`src/rtl/onehot_scan_decoder.sv`:
```
// Registered N-to-2^N one-hot decoder with enable, direct-decode mode and an
// auto-scan mode that steps the index through every slot, holding each for DWELL cycles.
module onehot_scan_decoder #(
    parameter int unsigned SEL_W = 2,
    parameter int unsigned DWELL = 4
) (
    input  logic                     clk,
    input  logic                     rst,
    input  logic                     enable,
    input  logic                     mode,
    input  logic                     load,
    input  logic [SEL_W-1:0]         a,
    output logic [(1 << SEL_W)-1:0]  y,
    output logic [SEL_W-1:0]         idx,
    output logic                     wrap
);

    localparam int unsigned Y_W   = 1 << SEL_W;
    localparam int unsigned CNT_W = (DWELL > 1) ? $clog2(DWELL) : 1;
    localparam logic [CNT_W-1:0] CNT_LAST = CNT_W'(DWELL - 1);
    localparam logic [SEL_W-1:0] IDX_MAX  = '1;

    logic [Y_W-1:0]   y_q,    y_d;
    logic [SEL_W-1:0] idx_q,  idx_d;
    logic [CNT_W-1:0] cnt_q,  cnt_d;
    logic             wrap_q, wrap_d;
    logic             mode_q, mode_d;

    // Next-state: disabled cycles blank y and freeze idx/cnt/mode_q.
    always_comb begin
        idx_d  = idx_q;
        cnt_d  = cnt_q;
        mode_d = mode_q;
        wrap_d = 1'b0;
        y_d    = '0;

        if (enable) begin
            if (!mode) begin
                idx_d  = a;
                cnt_d  = '0;
                mode_d = 1'b0;
            end else begin
                // Load or first scan cycle after direct mode/reset restarts from a.
                if (load || !mode_q) begin
                    idx_d = a;
                    cnt_d = '0;
                end else if (cnt_q == CNT_LAST) begin
                    cnt_d  = '0;
                    idx_d  = idx_q + SEL_W'(1);
                    wrap_d = (idx_q == IDX_MAX);
                end else begin
                    cnt_d = cnt_q + CNT_W'(1);
                end
                mode_d = 1'b1;
            end
            y_d = Y_W'(1) << idx_d;
        end
    end

    always_ff @(posedge clk or posedge rst) begin
        if (rst) begin
            y_q    <= '0;
            idx_q  <= '0;
            cnt_q  <= '0;
            wrap_q <= 1'b0;
            mode_q <= 1'b0;
        end else begin
            y_q    <= y_d;
            idx_q  <= idx_d;
            cnt_q  <= cnt_d;
            wrap_q <= wrap_d;
            mode_q <= mode_d;
        end
    end

    assign y    = y_q;
    assign idx  = idx_q;
    assign wrap = wrap_q;

endmodule

```
`config.mk`:
```
export PLATFORM = sky130hd
export DESIGN_NAME = onehot_scan_decoder
export DESIGN_NICKNAME = d
export VERILOG_FILES = /design/src/rtl/onehot_scan_decoder.sv
export SDC_FILE = /design/constraint.sdc
export NUM_CORES = 1
export LEC_CHECK = 0
export CORE_ASPECT_RATIO = 1.25
export CORE_MARGIN = 8
export CORE_UTILIZATION = 30
export DETAILED_ROUTE_END_ITERATION = 10
export GPL_TIMING_DRIVEN = 0
export SYNTH_ARGS = -nofsm -noshare
export SYNTH_HDL_FRONTEND = slang
export SYNTH_SLANG_ARGS = --single-unit
```
`constraint.sdc`:
```
create_clock -name clk -period 1.9 [get_ports clk]
set_clock_uncertainty 0.1 [all_clocks]
set_input_delay 0.57 -clock clk [delete_from_list [all_inputs] [get_ports clk]]
set_output_delay 0.57 -clock clk [all_outputs]
set_load 0.01 [all_outputs]
```
### Word-level counts from Yosys, hierarchy flattened

Index checks and enable logic that the tools add are counted.

| cells by class | value |
|---|---|
| $add $sub $neg | 2 |
| equal/unequal tests | 2 |
| shift operators | 1 |
| multiplexer cells | 13 |
| reduce and logical (&&, ||, !) cells | 2 |

Operators by type and width:

| cell | count |
|---|---|
| 2-bit two-way mux | 7 |
| 1-bit two-way mux | 5 |
| 2-bit by 1-bit adder with 2-bit output, second input constant | 2 |
| 2-bit equality test, second input constant | 2 |
| 4-bit two-way mux | 1 |
| 1-bit by 2-bit left shift with 4-bit output, first input constant | 1 |
| 1-bit logical NOT | 1 |
| 1-bit logical OR | 1 |

| storage, ports and cells | value |
|---|---|
| flip-flop bits (word level) | 10 |
| input bits | 7 |
| logic and storage cells | 25 |

### Depth between registers and ports, before layout

Gate-level depths: netlist of run 1.

| logic depth | value |
|---|---|
| depth in word-level cells | 7 |
| gate-level depth with buffers | 4 |
| depth with buffers taken out | 4 |

### Worst setup path before layout of run 1

Ideal clock, no wire load.

| timing | value |
|---|---|
| kind | input-to-reg |
| start point | input port mode |
| end point | register y_q[0], in the netlist y[0] |
| library setup time | 0.074 ns |
| arrival time | 1.381 ns |
| data required time | 1.726 ns |
| path slack | 0.345 ns |
| stages | 4 |
| buffers on the path | 1 |
| cells stage by stage | and3b_1 > buf_6 > or4b_4 > o21ai_2 |

| on the way | value |
|---|---|
| word-level cells in the longest chain between the ends | 4 |

RTL lines:

| what | line | text |
|---|---|---|
| start: declaration | 10 | `input logic mode,` |
| 2-bit two-way mux | 38 | `if (!mode) begin` |
| 2-bit two-way mux | 37 | `if (enable) begin` |
| 1-bit by 2-bit left shift with 4-bit output | 56 | `y_d = Y_W'(1) << idx_d;` |
| 4-bit two-way mux | 37 |  |
| net y_d[0] | 23 | `logic [Y_W-1:0] y_q, y_d;` |
| end signal: assignment | 68 | `y_q <= y_d;` |
| end: declaration | 23 |  |

The timed path passes the listed nets, and every way through them passes these cells. The select of a mux whose other input is x is not followed.
A chain may end at the register's enable or synchronous reset.

### Worst setup path in the final report of run 1

| timing | value |
|---|---|
| start point | register idx_q[1], in the netlist idx[1] |
| end point | output port idx[1] |

RTL lines:

| what | line | text |
|---|---|---|
| start: declaration | 24 | `logic [SEL_W-1:0] idx_q, idx_d;` |
| start signal: assignment | 69 | `idx_q <= idx_d;` |
| end: declaration | 14 | `output logic [SEL_W-1:0] idx,` |

No word-level cell between the ends.

==> flow_summary.ini, run 1 <==
[sta]
hold_viol = 0
min_period_ns = 1.81
max_slew_margin_pct = 74.1
rsz0062_at_grt = no
layout_setup_ws_ns = 0.0929
whs_ns = 0.428
achievable-frequency_mhz = 553
setup_viol = 0
finalMaxSlewViolations = 0
worst_pin_slew_ns = 0.389
min_period_over_period_pct = 95.1

[drt]
dr.first_iter.drc_count = 4
antenna_left = 0
wl_per_cell_um = 12.7
viasPerCell = 4.94
drc = 0
wirelength_um = 1080
num_vias = 420
drt_first_pass_iters = 4

[final_layout]
instances_no_fill = 85
antenna_cells = 0
n_fill_cell = 181
post-route-cell-area_um2 = 707
multi_input_area_um2 = 246
syn_to_final_growth_pct = 35.2
final_cell_mix = clkdlybuf4s50_1, dfrtp_1, nand2_1, o21ai_0
layout_commonest_cell = clkdlybuf4s50_1
layout-drive-gt1-share_pct = 16.7
nNetsFinal = 78
seqCellArea_um2 = 251

[pwr]
leakagePower_nw = 0.313
peakVddDrop_mv = 0.379
power_mw = 0.470
p_per_area_mw_per_mm2 = 665

[yosys]
yosysWarningCount = 0
ys_seq_area_share_pct = 47.8
ys_types = 24
syn_inst = 49
ys_seq_elements = 10
synth_area_per_cell_um2 = 10.7
synth.cell_area_um2 = 523
syn_nets = 59

[flow_run]
cap_violations = 0

[run_status]
outcome = completed

[die]
core-area_mm2 = 0.00170
die_h_um = 62.7
rows = 17
initial_core_util_pct = 30.7
die_x_um = 53.3
fp.dieArea_mm2 = 0.00334
io_pins = 14

[clock_network]
ctsHoldBuffers = 0
clock_latency_ns = 0.26
h-tree-depth = 1
cts.clk_slew.worst_paths_ns = 0.06
cts.sinks = 10
cts_tree = built
ctsLongestPathBuffers = 2
cts_root_buffer = clkbuf_4
cts_made_buffers = 3

[placement]
dpl_cell_area_um2 = 677
placed_cells = 81
hpwl_um = 856
io_buffers = 13
place_congestion = 0.766
pre_cts_slack_ns = -0.174

[setup_path]
cp_cell_sequence = clkdlybuf4s50_1
slowest_delay_ns = 0.54
r2r_slack_ns = 0.29
path_max_fanout = 2
required_ns = 1.23
setup.worst_path.start_class = flop
slowest_stage = clkdlybuf4s50_1
crit_type = reg -> out
cp-end-kind = output pin
cp_data_arrival_time_ns = 1.14
path_buf_inv = 1
crit_family = buffers and inverters

[hold_path]
hold_class = reg -> reg

[global_routing]
grt_max_degree = 11
overflow = 0
grt_pass1_wl_um = 1820
grt_usage_pct = 7.16
antenna_found_initial = 0
grt_pass1_vias = 427
## path summary, 6_finish.rpt
path,startpoint,end,cells after the start
min in group asynchronous,rst,idx[1]$_DFFE_PP0P_,2
setup / recovery,idx[1]$_DFFE_PP0P_,idx[1],1
hold reg to reg,mode_q$_DFFE_PP0P_,mode_q$_DFFE_PP0P_,1
setup reg to reg,idx[1]$_DFFE_PP0P_,y[1]$_DFF_PP0_,5
hold / removal,mode_q$_DFFE_PP0P_,mode_q$_DFFE_PP0P_,1
max in group asynchronous,rst,idx[0]$_DFFE_PP0P_,2
## area by class of cell
class	count	share of cell area, %
inverters	3	1.59
well taps	19	3.36
plain buffers	2	2.12
clock buffers	3	3.19
multi-input cells	34	34.9
repair buffers	14	19.3
flip-flops and latches	10	35.6
## state kept, by name, summed over array words and instances (netlist names)
name,flops
y,4
mode_q,1
idx,2
cnt_q,2
wrap,1
## metal layers
metal,GRT usage (%),vias up,wire (um)
li1,-,210,-
met1,7.48,203,426
met2,11.2,7,578
met3,2.86,0,77
met4,4.75,0,0
met5,0,-,0
## cell usage after synthesis
cell type | number | share of area (%)
clkbuf_1 | 1 | 0.72
xor2_1 | 1 | 1.7
nor2_1 | 2 | 1.4
nand4b_1 | 1 | 1.7
and3b_1 | 1 | 1.7
nand2_1 | 6 | 4.3
nand3_1 | 2 | 1.9
inv_1 | 3 | 2.2
a31oi_1 | 1 | 1.2
nand4_1 | 1 | 1.2
or2_1 | 1 | 1.2
xnor2_1 | 1 | 1.7
ha_1 | 3 | 7.2
o21ai_0 | 4 | 3.8
mux2i_1 | 1 | 1.9
dfrtp_1 | 10 | 48
o21ai_2 | 1 | 1.7
o32ai_1 | 1 | 1.7
nor3_1 | 1 | 0.96
a22oi_1 | 1 | 1.4
mux2_2 | 3 | 6.5
nand3b_1 | 1 | 1.4
buf_6 | 1 | 2.2
or4b_4 | 1 | 2.6
## timing repair
action | 4_1_cts | 5_1_grt
endpoints found under the setup margin | 1 | 1
setup buffers | 0 | 1
cloned | 0 | 0
resized for setup | 2 | 0
pin swaps | 0 | 0
## power by group
part	switching, mW	leakage, nW	internal (mW)
clock	0.0667	0.0138	0.0729
combinational	0.0425	0.171	0.0515
sequential	0.0101	0.128	0.227
## metrics by stage
stage | TNS, ns | utilization (%)
3_3_place_gp | -0.329 | 39.8
4_1_cts | 0 | 41.1
5_1_grt | 0 | 41.5
3_5_place_dp | -0.505 | 39.8
6_report | 0 | 41.5
2_1_floorplan | 0 | -
## logic make-up after synthesis
logic type	share of synthesized area (%)
multiplexers	8.37
buffers and inverters	5.02
AND/OR/NAND/NOR	18.4
AO/OA/AOI/OAI	9.81
flip-flops	47.8
adder cells (fa/ha/maj)	7.18
XOR/XNOR	3.35
(Power assumes the default switching activity.)
==> run 2: changes to the inputs <==
- CTS_CLUSTER_SIZE: unset -> 40
- clock period: 1.9 -> 2.2 ns (I/O delays scaled with it)
==> run 2 against run 1 <==
  * Count of clock-buffer cells in the layout stayed put
  * Sequential cell count stayed put
  * Wire length is 0.55% lower
  * Clock power is 14% lower
  * Hold slack stayed put
  * Setup slack better by 0.048 ns
  * Sequential power is 14% lower
  * Register-to-register slack better by 0.31 ns
  * Critical path type unchanged
  * Largest power group unchanged
==> flow_summary.ini, run 2 (same netlist as run 1, synthesis figures left out) <==
[pwr]
clockPowerShare_pct = 29.8
leakagePower_nw = 0.309
peakVddDrop_mv = 0.327
p_per_area_mw_per_mm2 = 577
p_seq_share_pct = 50.8
p_int_mw = 0.302
comb_power_share_pct = 19.4
switching_share_pct = 25.3
p_sw_mw = 0.102

[sta]
min_period_ns = 2.06
max_slew_margin_pct = 73.9
rsz0062_at_grt = no
worst_pin_slew_ns = 0.392
layout_setup_ws_ns = 0.141
setup_viol = 0
finalMaxSlewViolations = 0
achievable-frequency_mhz = 486
min_period_over_period_pct = 93.6
hold_viol = 0
finalSetupTns_ns = 0

[global_routing]
grt_pass1_wl_um = 1820
grt_usage_pct = 7.16
grt_pass1_vias = 427
antenna_found_initial = 0
grt_use_met2_pct = 11.2
grt_max_degree = 11
grt-busiest-layer = met2
grt_util_met1_pct = 7.48
overflow = 0
grtUsageMet3_pct = 2.86

[clock_network]
h-tree-depth = 1
cts_resized = 0
ctsLongestPathBuffers = 2
cts_setup_buffers = 0
ctsHoldBuffers = 0
cts.clk_slew.worst_paths_ns = 0.06
cts.sinks = 10
cts_root_buffer = clkbuf_4
clock_latency_ns = 0.26
cts_tree = built
cts_made_buffers = 3

[drt]
num_vias = 416
antenna_left = 0
wirelength_um = 1080
wl_per_cell_um = 12.8
dr.first_iter.drc_count = 4
drt_first_pass_iters = 4
viasPerCell = 4.95
drc = 0

[final_layout]
largest_reg_flops = 4
antenna_cells = 0
seqCellArea_um2 = 250
nNetsFinal = 77
layout-drive-gt1-share_pct = 13.8
syn_to_final_growth_pct = 33.7
final_cell_mix = clkdlybuf4s50_1, dfrtp_1, nand2_1, o21ai_0
multi_input_area_um2 = 246
layout_commonest_cell = clkdlybuf4s50_1
n_fill_cell = 179

[hold_path]
hold_class = reg -> reg

[setup_path]
required_ns = 1.44
cp_data_arrival_time_ns = 1.30
crit_type = reg -> out
cp-end-kind = output pin
setup.worst_path.start_class = flop
slowest_stage = clkdlybuf4s50_1
path_buf_inv = 1
cp_cell_sequence = clkdlybuf4s50_1
slowest_delay_ns = 0.59
crit_family = buffers and inverters
path_max_fanout = 6

[run_status]
outcome = completed

[placement]
io_buffers = 13
pre_cts_slack_ns = 0.0358
hpwl_um = 856
place_congestion = 0.766

[die]
fp.dieArea_mm2 = 0.00334
die_x_um = 53.3
io_pins = 14
rows = 17
die_h_um = 62.7
core-area_mm2 = 0.00170
initial_core_util_pct = 30.7

[flow_run]
cap_violations = 0
==> run 2: power groups by stage <==
stage / Combinational (mW) / Clock (mW) / Sequential [mW]
finish: 0.0784 / 0.120 / 0.205
global placement: 0.0773 / 0 / 0.209
detailed placement: 0.0795 / 0 / 0.209
global route: 0.0867 / 0.134 / 0.208
CTS: 0.0797 / 0.128 / 0.206
floorplan: 0.0367 / 0 / 0.211
==> run 2: per-layer routing <==
metal | vias up | routed length [um] | part of all wire (%)
li1 | 207 | - | -
met1 | 199 | 421 | 39
met2 | 10 | 574 | 53
met3 | 0 | 81 | 7.5
met4 | 0 | 0 | 0
met5 | - | 0 | 0
==> run 2: worst paths after layout <==
check | start | slack (ns) | end | cells past startpoint
hold / removal | mode_q$_DFFE_PP0P_ | 0.43 | mode_q$_DFFE_PP0P_ | 1
max in group asynchronous | rst | 1.14 | cnt_q[0]$_DFFE_PP0P_ | 2
min in group asynchronous | rst | 0.58 | idx[1]$_DFFE_PP0P_ | 2
hold reg to reg | mode_q$_DFFE_PP0P_ | 0.43 | mode_q$_DFFE_PP0P_ | 1
setup reg to reg | idx[0]$_DFFE_PP0P_ | 0.60 | y[1]$_DFF_PP0_ | 4
setup / recovery | idx[0]$_DFFE_PP0P_ | 0.14 | idx[0] | 1
==> run 2: layout make-up <==
cell class	count	area share [%]
Sequential cell	10	35.8
Multi-Input combinational cell	34	35.2
Timing Repair Buffer	13	18.6
Tap cell	19	3.40
Clock buffer	3	3.22
Buffer	2	2.15
Inverter	3	1.61
==> run 2: per-stage QoR <==
| step | cell area (um^2) | power, mW | hold WS [ns] | utilization [%] | instances |
|---|---|---|---|---|---|
| after global routing | 699 | 0.429 | 0.441 | 41.1 | 84 |
| after CTS | 699 | 0.413 | 0.428 | 41.1 | 84 |
| after floorplan | 523 | 0.248 | 0.395 | - | 49 |
| after detailed placement | 677 | 0.289 | 0.414 | 39.8 | 81 |
| final | 699 | 0.404 | 0.428 | 41.1 | 84 |
| after global placement | 677 | 0.286 | 0.405 | 39.8 | 81 |
